**src/rtl/branch_predictor.sv**
```systemverilog
// ---------------------------------------------------------------------------
// branch_predictor
//
// Direct-mapped, tagged table of 2-bit saturating counters that predicts the
// direction of conditional branches in the FD stage. Each guess is carried
// one stage forward so it can be checked when the branch resolves in X. On
// resolution the table is trained, a mispredict is flagged and the CSR
// performance counters advance.
//
// Ports:
//   clk            rising-edge clock
//   rst_n          asynchronous, active-low reset (cold table, zero counters)
//   stall          pipeline hold; freezes every register in this block
//   flush          kills the FD instruction; its tracked guess becomes invalid
//   pc_guess       PC of the instruction in FD
//   is_br_guess    FD instruction is a conditional branch
//   br_pred_taken  combinational taken guess for the FD branch
//   pc_check       PC of the instruction in X
//   is_br_check    X instruction is a conditional branch
//   br_taken_check resolved outcome of the X branch
//   mispredict     combinational; X outcome differs from its tracked guess
//   br_count       resolved branches since reset (wraps)
//   mispred_count  mispredicts since reset (wraps)
//
// Stage contract: a guess produced in FD on cycle N (is_br_guess high, not
// stalled) is checked against the X-stage inputs presented on the next
// non-stalled cycle. Table writes land on the clock edge that ends the check
// cycle and are visible to lookups from the following cycle on; a lookup in
// the same cycle as a write to the same index sees the old entry.
// ---------------------------------------------------------------------------
module branch_predictor #(
    parameter int PC_WIDTH = 32,
    parameter int INDEX_W  = 5,
    parameter int TAG_W    = 8
) (
    input  logic                clk,
    input  logic                rst_n,
    input  logic                stall,
    input  logic                flush,
    input  logic [PC_WIDTH-1:0] pc_guess,
    input  logic                is_br_guess,
    output logic                br_pred_taken,
    input  logic [PC_WIDTH-1:0] pc_check,
    input  logic                is_br_check,
    input  logic                br_taken_check,
    output logic                mispredict,
    output logic [31:0]         br_count,
    output logic [31:0]         mispred_count
);

    localparam int ENTRIES = 1 << INDEX_W;
    localparam int TAG_LO  = INDEX_W + 2;
    localparam int TAG_HI  = TAG_W + INDEX_W + 1;

    // Counter encoding: 00 strong NT, 01 weak NT, 10 weak T, 11 strong T.
    localparam logic [1:0] CTR_WEAK_NT = 2'b01;
    localparam logic [1:0] CTR_WEAK_T  = 2'b10;
    localparam logic [1:0] CTR_MAX     = 2'b11;
    localparam logic [1:0] CTR_MIN     = 2'b00;

    // Prediction table.
    logic [ENTRIES-1:0] valid_q;
    logic [TAG_W-1:0]   tag_q [ENTRIES];
    logic [1:0]         ctr_q [ENTRIES];

    // Guess tracked into X.
    logic valid_x;
    logic taken_x;

    // Address decode for both ports.
    logic [INDEX_W-1:0] guess_idx;
    logic [TAG_W-1:0]   guess_tag;
    logic [INDEX_W-1:0] check_idx;
    logic [TAG_W-1:0]   check_tag;

    assign guess_idx = pc_guess[INDEX_W+1:2];
    assign guess_tag = pc_guess[TAG_HI:TAG_LO];
    assign check_idx = pc_check[INDEX_W+1:2];
    assign check_tag = pc_check[TAG_HI:TAG_LO];

    // PC bits outside the index/tag fields do not participate.
    logic unused_pc_bits;
    generate
        if (PC_WIDTH > TAG_HI + 1) begin : g_pc_hi
            assign unused_pc_bits = ^{pc_guess[PC_WIDTH-1:TAG_HI+1], pc_guess[1:0],
                                      pc_check[PC_WIDTH-1:TAG_HI+1], pc_check[1:0]};
        end else begin : g_pc_lo
            assign unused_pc_bits = ^{pc_guess[1:0], pc_check[1:0]};
        end
    endgenerate

    // Lookup (FD side).
    logic guess_hit;
    logic [1:0] guess_ctr;

    always_comb begin
        guess_ctr     = ctr_q[guess_idx];
        guess_hit     = valid_q[guess_idx] && (tag_q[guess_idx] == guess_tag);
        br_pred_taken = is_br_guess && guess_hit && guess_ctr[1];
    end

    // Resolution (X side).
    logic       check_hit;
    logic [1:0] check_ctr;
    logic [1:0] next_ctr;

    always_comb begin
        check_ctr = ctr_q[check_idx];
        check_hit = valid_q[check_idx] && (tag_q[check_idx] == check_tag);
        next_ctr  = check_ctr;
        if (check_hit) begin
            if (br_taken_check) begin
                next_ctr = (check_ctr == CTR_MAX) ? CTR_MAX : check_ctr + 2'd1;
            end else begin
                next_ctr = (check_ctr == CTR_MIN) ? CTR_MIN : check_ctr - 2'd1;
            end
        end else begin
            // Allocation starts at the weak state matching the outcome.
            next_ctr = br_taken_check ? CTR_WEAK_T : CTR_WEAK_NT;
        end
    end

    // An X branch whose guess was flushed or never tracked cannot mispredict.
    assign mispredict = is_br_check && valid_x && (taken_x != br_taken_check);

    // Tracking register, table update and statistics.
    always_ff @(posedge clk or negedge rst_n) begin
        if (!rst_n) begin
            valid_x       <= 1'b0;
            taken_x       <= 1'b0;
            br_count      <= 32'd0;
            mispred_count <= 32'd0;
            valid_q       <= '0;
            for (int i = 0; i < ENTRIES; i++) begin
                tag_q[i] <= '0;
                ctr_q[i] <= CTR_WEAK_NT;
            end
        end else if (!stall) begin
            // flush wins over is_br_guess: a killed FD branch is not tracked.
            valid_x <= is_br_guess && !flush;
            taken_x <= br_pred_taken;
            if (is_br_check) begin
                // Hit and allocate both end with a valid entry holding this tag.
                valid_q[check_idx] <= 1'b1;
                tag_q[check_idx]   <= check_tag;
                ctr_q[check_idx]   <= next_ctr;
                br_count           <= br_count + 32'd1;
                mispred_count      <= mispred_count + {31'd0, mispredict};
            end
        end
    end

endmodule

```
**config.mk**
```make
export PLATFORM = sky130hd
export DESIGN_NAME = branch_predictor
export DESIGN_NICKNAME = d
export VERILOG_FILES = /design/src/rtl/branch_predictor.sv
export SDC_FILE = /design/constraint.sdc
export NUM_CORES = 1
export LEC_CHECK = 0
export BUFFER_PORTS_ARGS = -buffer_cell sky130_fd_sc_hd__buf_2
export CAP_MARGIN = 20
export CORE_MARGIN = 3
export CORE_UTILIZATION = 25
export DETAILED_ROUTE_END_ITERATION = 10
export GPL_TIMING_DRIVEN = 0
export PLACE_DENSITY = 0.45
export SLEW_MARGIN = 20
export SYNTH_ARGS = -nofsm -noshare
export SYNTH_HDL_FRONTEND = slang
export SYNTH_SLANG_ARGS = --single-unit
```
**constraint.sdc**
```tcl
create_clock -name clk -period 3.9 [get_ports clk]
set_input_delay 0.195 -clock clk [delete_from_list [all_inputs] [get_ports clk]]
set_output_delay 0.195 -clock clk [all_outputs]
set_load 0.03 [all_outputs]
```
; ---- Word-level counts from Yosys, hierarchy flattened
; Index checks and enable logic that the tools add are counted.
[op_classes]
n_addsub = 4
n_lt_le_gt_ge = 6
eq_ne = 4
n_mux = 29
bitwise = 4
reduce_logical = 12
[ops]
columns = operator, n
row1 = bitwise mux 256 bit, 1
row2 = binary-select mux 8 bit (select 5 bit), 2
row3 = bitwise mux 64 bit, 1
row4 = demux 8 bit (select 5 bit), 1
row5 = two-way mux 8 bit, 5
row6 = adder 32 x 1 -> 32 bit, 1
row7 = "adder 32 x 1 -> 32 bit, second input constant", 1
row8 = OR 32 bit, 1
row9 = binary-select mux 2 bit (select 5 bit), 2
row10 = two-way mux 2 bit, 10
row11 = == test 8 bit, 2
row12 = "greater-or-equal comparator 6 bit, second input constant", 2
row13 = "< comparator 5 x 6 -> 1 bit, second input constant", 2
row14 = inverter 5 -> 6 bit, 2
row15 = binary-select mux 1 bit (select 5 bit), 2
row16 = demux 2 bit (select 5 bit), 1
row17 = logical AND 1 bit, 9
row18 = "< comparator 6 x 1 -> 1 bit, second input constant", 1
row19 = demux 1 bit (select 5 bit), 1
row20 = "greater-or-equal comparator 5 x 1 -> 1 bit, second input constant", 1
row21 = two-way mux 1 bit, 3
row22 = "adder 2 x 1 -> 2 bit, second input constant", 1
row23 = "== test 2 bit, second input constant", 1
row24 = logical NOT 2 bit, 1
row25 = 5 further kinds, 5
[totals]
ff_bits = 418
output_inout_bits = 66

; ---- Logic depth before layout (Yosys ltp)
; Gate-level depths: netlist of the first run.
[logic_depth]
depth_word = 9
depth_mapped = 13

; ---- Worst setup path after synthesis of the first run
; Ideal clock, no wire load.
[synth_path]
path_type = in2out
from = input pc_guess[2]
to = output br_pred_taken
arrival_ps = 3228
path_slack_ps = 477
path_stages = 9
n_path_buf = 4
cell_sequence = clkbuf_1 buf_2 buf_2 buf_2 mux4_2 mux4_2 mux2i_1 xnor2_1 nor3_1
[synth_between]
elab_chain_cells = 8
elab_cells_between_ends = 13
classes_between = eq/ne: 1 / mux: 8 / bitwise: 1 / reduce/logical: 3
[synth_rtl]
columns = element, line_no
row1 = from (decl), 40  ; input logic [PC_WIDTH-1:0] pc_guess,
row2 = inverter 5 -> 6 bit (implied by the code), "97, 98"
row3 = binary-select mux 8 bit (select 5 bit), 98  ; guess_hit = valid_q[guess_idx] && (tag_q[guess_idx] == guess_tag);
row4 = two-way mux 8 bit (implied by the code) (2 in series), 98
row5 = == test 8 bit, 98
row6 = logical AND 1 bit, 98
row7 = logical AND 1 bit, 99  ; br_pred_taken = is_br_guess && guess_hit && guess_ctr[1];
row8 = logical AND 1 bit (*), 99
row9 = to (decl), 42  ; output logic br_pred_taken,
; Every way passes the cells marked *; elsewhere a longest branch is shown, timed or not. The select of a mux whose other input is x is not followed.

; ---- Worst setup path after layout of the first run
[layout_path]
from = register tag_q[7] (netlist name)
to = output br_pred_taken
[layout_between]
elab_chain_cells = 7
[layout_rtl]
columns = element, line_no
row1 = from (decl), 63  ; logic [TAG_W-1:0] tag_q [ENTRIES];
row2 = "from (signal, indexed assignment)", 145  ; tag_q[check_idx] <= check_tag;
row3 = binary-select mux 8 bit (select 5 bit), 98
row4 = two-way mux 8 bit (implied by the code) (2 in series), 98
row5 = == test 8 bit, 98
row6 = logical AND 1 bit, 98
row7 = logical AND 1 bit (2 in series), 99
; Every way passes these cells. The select of a mux whose other input is x is not followed.

==> out/results.ini, run 1 <==
[run_status]
status=completed

[yosys]
synth.avg_cell_area_sq_um=12.62
ys_async_sr_fraction_pct=100.0
yosys.area.top_type_share_pct=44.20
ys_top_cells_by_area=dfrtp_1, mux4_2, mux2_2
synth_area_sq_um=21850
yosys_warnings=0
ys_ff_latch=418
synth-edff-count=0
ys.flop_type=dfrtp_1
postSynthCellCount=1732
yosysTopAreaCell=dfrtp_1
synth_fp_nets=1806
ys_types=51
yosysSeqAreaShare_pct=48.05

[clock_network]
cts_tree=built
insertion_delay_ns=0.61
clockBufferDepth=3
clkSinkCount=418
root_buffer=clkbuf_16
cts_buffers=51
htree_levels=2
clk_pin_slew_worst_paths_ns=0.07

[floorplan]
num_rows=107
initial_core_util_pct=25.43
fp.dieW_microns=301.7
ios=137
die_h_microns=301.7
die-area_sq_um=91000
core_sq_um=85950

[sta]
tightest_slew_ns=1.163
slew_headroom_pct=22.49
fin_ws_ns=0.05458
clock-skew-final_ns=0.03638
slew_viol_final=0
fin_crit_ns=3.845
fmaxAchievable_mhz=260.1
setup-tns-final_ns=0
rsz0062_at_grt=no
setup_viol=0
finalHoldViolCount=0
fin_crit_sh_pct=98.60

[drt]
highest_layer=met4
via_count=15980
met2_length_microns=36340
dr.pass1.iters=5
dr_wl_met3_microns=7033
drt-met1-wl_microns=36840
routed_via_density=5.172
ant_nets=0
route.detailed.drc=0
dr.first_iter.drc_count=1395
wl_per_cell_microns=27.02
drt-total-wl_microns=83470

[place]
dp_cells=2982
gp_congestion=0.8624
dpl.hpwl_microns=56690
dp_slack_ns=-0.9056
port_buffers=93

[critical_path]
end_kind=output pin
cp_max_fo=3
cp.arrival_ns=3.65
cp.required_ns=3.70
r2r_slack_ns=0.32
critPathKind=flop to output pin
critPathLaunchType=flop

[global_route]
antenna_found_initial=0
overflow=0
grt_usage_pct=18.28
grt_max_degree=96
grt_pass1_wl_microns=120200
grt_pass1_vias=16350

[finish]
fin_cells=3089
fillers=8740
nets=1979
area_growth_pct=19.61
n_antenna_cell=0
drive_above_1_share_pct=35.99

[pwr]
leakagePower_nw=11.84
p_clk_share_pct=41.5
power.density_nw_per_um2=474.5
internal_power_w=0.008962
p_seq_share_pct=43.0
pwr-share-comb_pct=15.5
swShare_pct=27.74
max-vdd-ir-drop_mv=0.2721
p_sw_w=0.003441

[worst_hold_path]
hold_class=input pin to flop

[job]
cap_violations=0

-- final cells by class --
type / count / area, sq um / area share [%]
flip-flops and latches: 418 / 10500 / 40.17
plain buffers: 140 / 762.0 / 2.915
clock inverters: 19 / 269.0 / 1.029
clock buffers: 74 / 1534 / 5.869
repair buffers: 121 / 902.1 / 3.451
well taps: 1144 / 1431 / 5.476
multi-input cells: 1173 / 10740 / 41.09
-- registers in the layout, summed over array words and instances, names as in the netlist --
register and cells:
taken_x 1, valid_x 1, valid_q 32, tag_q 256
br_count 32, mispred_count 32, ctr_q 64
-- cell families after synthesis --
kind of cell    share of synthesized area, %
mux                                    29.88
simple gates                           10.40
flops                                  48.05
compound gates                         5.296
buf+inv                                3.120
xor+xnor                               3.086
fa+ha+maj                             0.1718
-- placed cells by master, fill, tap and decap left out, types with 6 or more instances in the layout --
cell,n
a21oi_1,11
a22oi_1,16
a31oi_1,21
and3_1,15
and4_1,8
buf_16,7
buf_2,122
buf_4,13
buf_6,14
buf_8,6
bufinv_16,6
clkbuf_1,58
clkbuf_16,52
clkbuf_2,25
clkbuf_8,15
clkinv_2,8
dfrtp_1,386
dfstp_2,32
dlygate4sd3_1,14
mux2_2,208
mux2i_1,136
mux4_2,125
nand2_1,272
nand2b_1,33
nand3_1,39
nand4_1,13
nor2_1,17
nor2_2,6
nor3_1,6
nor4_1,11
o21ai_0,18
o22ai_1,52
o31ai_2,29
xnor2_1,52
xor2_1,23
-- critical path: stages, from the launching register on --
cell and delay (ns):
dfrtp_1 0.39, mux4_2 0.51, mux4_2 0.49, mux2i_1 0.19, xnor2_1 0.21, nor4_4 0.46
nand4_1 0.13, buf_4 0.20, nor3_2 0.22, buf_2 0.23
-- cells in the mapped netlist (2+ instances only) --
library cell	n
xor2_1	23
ha_1	3
or3_1	2
mux2i_1	137
nand2b_1	33
nor2b_1	3
nand4_1	13
and3b_1	4
dfrtp_1	386
and2_1	4
or4_1	4
a21oi_1	11
o31ai_1	2
mux2_2	208
mux4_2	125
o21ai_0	18
xnor2_1	54
o31ai_2	29
nand3_1	39
or4b_2	4
or4bb_1	2
nor4_1	12
a22oi_1	16
nor3b_1	4
a31oi_1	21
nand4b_1	3
clkbuf_1	79
or3b_2	2
o22ai_1	52
nand4_2	2
and3_1	15
nand3b_1	3
and4_1	8
buf_2	35
or2_2	2
buf_1	9
buf_4	7
nor3_1	7
nand4bb_1	2
dfstp_2	32
buf_6	11
or4bb_2	2
nand2_1	272
nor2_1	25
-- stage by stage --
stage                     area [sq um]  utilization (%)  hold slack (ns)  total power (W)
after floorplan                  21850                -          -0.1006         0.006552
after global placement           23750            27.63           0.3970         0.007210
after detailed placement         24100            28.04       0.00006950         0.007287
after CTS                        26110            30.38          0.07913          0.01251
after global routing             26140            30.41           0.1585          0.01293
final                            26140            30.41           0.1201          0.01240
-- power by group through the flow --
stage,clock network (W),logic [W],registers [W]
floorplan,0,0.00125,0.00530
global placement,0,0.00184,0.00537
detailed placement,0,0.00189,0.00539
CTS,0.00527,0.00192,0.00532
global route,0.00546,0.00207,0.00540
finish,0.00515,0.00192,0.00534
-- final timing paths --
kind,start,cells past startpoint,endpoint
hold / removal,br_taken_check,3,ctr_q[0]
min in group asynchronous,rst_n,3,mispred_count[13]
max in group asynchronous,rst_n,5,tag_q[83]
setup reg to reg,tag_q[7],9,taken_x
hold reg to reg,mispred_count[31],1,mispred_count[31]
setup / recovery,tag_q[7],9,br_pred_taken
-- layer usage --
metal,track usage [%],vias up
met4,6.622,0
met2,27.81,685
met1,25.07,8392
met3,4.679,159
li1,-,6739
met5,0,-
-- timing repair --
| action | 4_1_cts | 5_1_grt |
|---|---|---|
| hold endpoints to repair | 86 | 0 |
| setup endpoints to repair | 8 | 20 |
| hold buffers | 14 | 0 |
| gates resized for setup | 23 | 9 |
| pin swaps | 2 | 1 |
| buffers inserted | 1 | 0 |
Note: power is estimated with default switching activity, not from simulation.
==> inputs of run 2 (changes only) <==
PLACE_DENSITY = 0.46   (was 0.45)
clock period = 3.49 ns   (was 3.9 ns; I/O delays follow)
==> run 2 against run 1 <==
- the flow now finishes with violations (negative setup slack)
- wire length decreased by 0.35%
- final area shrank 0.22%
- via count is 0.74% higher
- largest power group unchanged
==> out/results.ini, run 2 (synthesis results as in run 1) <==
[run_status]
status=finished, violations left
failed_checks=negative setup slack

[place]
port_buffers=93
gp_congestion=0.8830
dp_slack_ns=-1.256
dpl.hpwl_microns=56990

[critical_path]
critPathLaunchType=input pin
cp.arrival_ns=3.55
cp_max_fo=10
cp_num_buf_inv=5
critPathMaxStageDelay_ns=0.54
cp.required_ns=3.32
end_kind=output pin
crit_family=buffers and inverters
crit_chain=clkbuf_1 -> clkdlybuf4s18_2 -> clkbuf_4 -> mux4_2 -> mux4_2 -> mux2i_1 -> xor2_1 -> nand4_1 -> buf_6 -> nor3_4 -> buf_6
critPathKind=input pin to output pin
cp_slowest_cell=clkdlybuf4s18_2

[finish]
layout_common_cells=dfrtp_1, nand2_1, mux2_2
fillers=8783
nets=1983
multi_input_area_sq_um=10790
seq_area_sq_um=10500
final_core_util_pct=30.35
regMostFlops=tag_q
area_growth_pct=19.35
largest_register_ffs=256
mostFrequentLayoutCell=dfrtp_1
reg_top3=tag_q: 256 flops, ctr_q: 64 flops
drive_above_1_share_pct=35.84

[sta]
fin_crit_sh_pct=106.6
setup_viol=1
tightest_slew_ns=1.163
fin_ws_ns=-0.2310
fmaxAchievable_mhz=268.7
clock-skew-final_ns=0.02408
slew_headroom_pct=22.45
fin_crit_ns=3.721
finalHoldViolCount=0
fin_hold_ws_ns=0.08245
slew_viol_final=0
rsz0062_at_grt=yes

[drt]
drt-total-wl_microns=83180
wl_per_cell_microns=26.92
route.detailed.drc=0
via_count=16090
dr.pass1.iters=6
dr.first_iter.drc_count=1423
ant_nets=0
routed_via_density=5.208

[worst_hold_path]
hold_class=input pin to asynchronous set/reset pin

[floorplan]
core_sq_um=85950
initial_core_util_pct=25.43
die-area_sq_um=91000
die_h_microns=301.7
fp.dieW_microns=301.7
num_rows=107
ios=137

[pwr]
swShare_pct=28.03
power.density_nw_per_um2=506.0
p_clk_share_pct=38.4
internal_power_w=0.009499
p_sw_w=0.003699
max-vdd-ir-drop_mv=0.3431
leakagePower_nw=11.78
p_seq_share_pct=45.2
pwr-share-comb_pct=16.5

[clock_network]
cts_tree=built
cts_buffers=49
root_buffer=clkbuf_16
htree_levels=2
clockBufferDepth=3
clkSinkCount=418
insertion_delay_ns=0.60
clk_pin_slew_worst_paths_ns=0.06

[global_route]
grt_pass1_wl_microns=119300
grt_usage_pct=18.10
overflow=0
grt_pass1_vias=16380
antenna_found_initial=0
grt_max_degree=87

[job]
cap_violations=0

-- run 2: changes by cell type in the layout (fill, tap and decap cells not counted), moves of 3 or more --
cell | previous run | this run
buf_2 | 122 | 112
clkbuf_2 | 25 | 30
clkinv_2 | 8 | 4
clkbuf_4 | 3 | 11
buf_16 | 7 | 10
clkbuf_8 | 15 | 8
mux2i_1 | 136 | 133
clkbuf_1 | 58 | 69
bufinv_16 | 6 | 2
buf_6 | 14 | 17
-- run 2: area by class of cell --
type	instances	area share, %
well taps	1144	5.488
clock buffers	78	5.507
flip-flops and latches	418	40.26
repair buffers	127	3.934
clock inverters	9	0.4317
plain buffers	140	2.993
multi-input cells	1173	41.38
diodes	1	0.009594
-- run 2: layer usage --
| metal | track usage [%] | up-vias | share of wire, % |
|---|---|---|---|
| li1 | - | 6733 | - |
| met1 | 24.67 | 8469 | 43 |
| met2 | 28.00 | 729 | 45 |
| met3 | 3.880 | 163 | 7.9 |
| met4 | 7.199 | 0 | 4.3 |
| met5 | 0 | - | 0 |
-- run 2: stage by stage --
stage	setup TNS, ns	cell area, sq um	instances	total power (W)
global route	-0.2935	26080	3089	0.01378
CTS	-0.4385	25960	3088	0.01329
floorplan	0	21850	1732	0.007322
detailed placement	-145.84	24210	2987	0.008137
global placement	-2771.01	23750	2969	0.008048
finish	-0.2310	26080	3090	0.01320
-- run 2: power by group through the flow --
stage / logic [W] / registers (W) / clock network [W]
global placement: 0.00205 / 0.00600 / 0
global route: 0.00233 / 0.00603 / 0.00541
finish: 0.00218 / 0.00596 / 0.00506
detailed placement: 0.00211 / 0.00602 / 0
CTS: 0.00215 / 0.00594 / 0.00520
floorplan: 0.00140 / 0.00593 / 0
-- run 2: final timing paths --
| kind | start | end | slack, ns | cells past startpoint |
|---|---|---|---|---|
| hold reg to reg | mispred_count[31] | mispred_count[31] | 0.47 | 1 |
| setup / recovery | pc_guess[3] | br_pred_taken | -0.23 | 11 |
| hold / removal | rst_n | mispred_count[31] | 0.08 | 2 |
| setup reg to reg | tag_q[134] | ctr_q[32] | 0.37 | 9 |
| max in group asynchronous | rst_n | tag_q[160] | 1.84 | 5 |
| min in group clk | is_br_check | mispred_count[0] | 0.13 | 5 |
-- run 2: repair_timing --
item,CTS,global route
pin swaps,1,5
hold endpoints to repair,207,0
buffers inserted,1,1
endpoints found under the setup margin,128,73
hold buffers,14,0
resized for setup,18,41
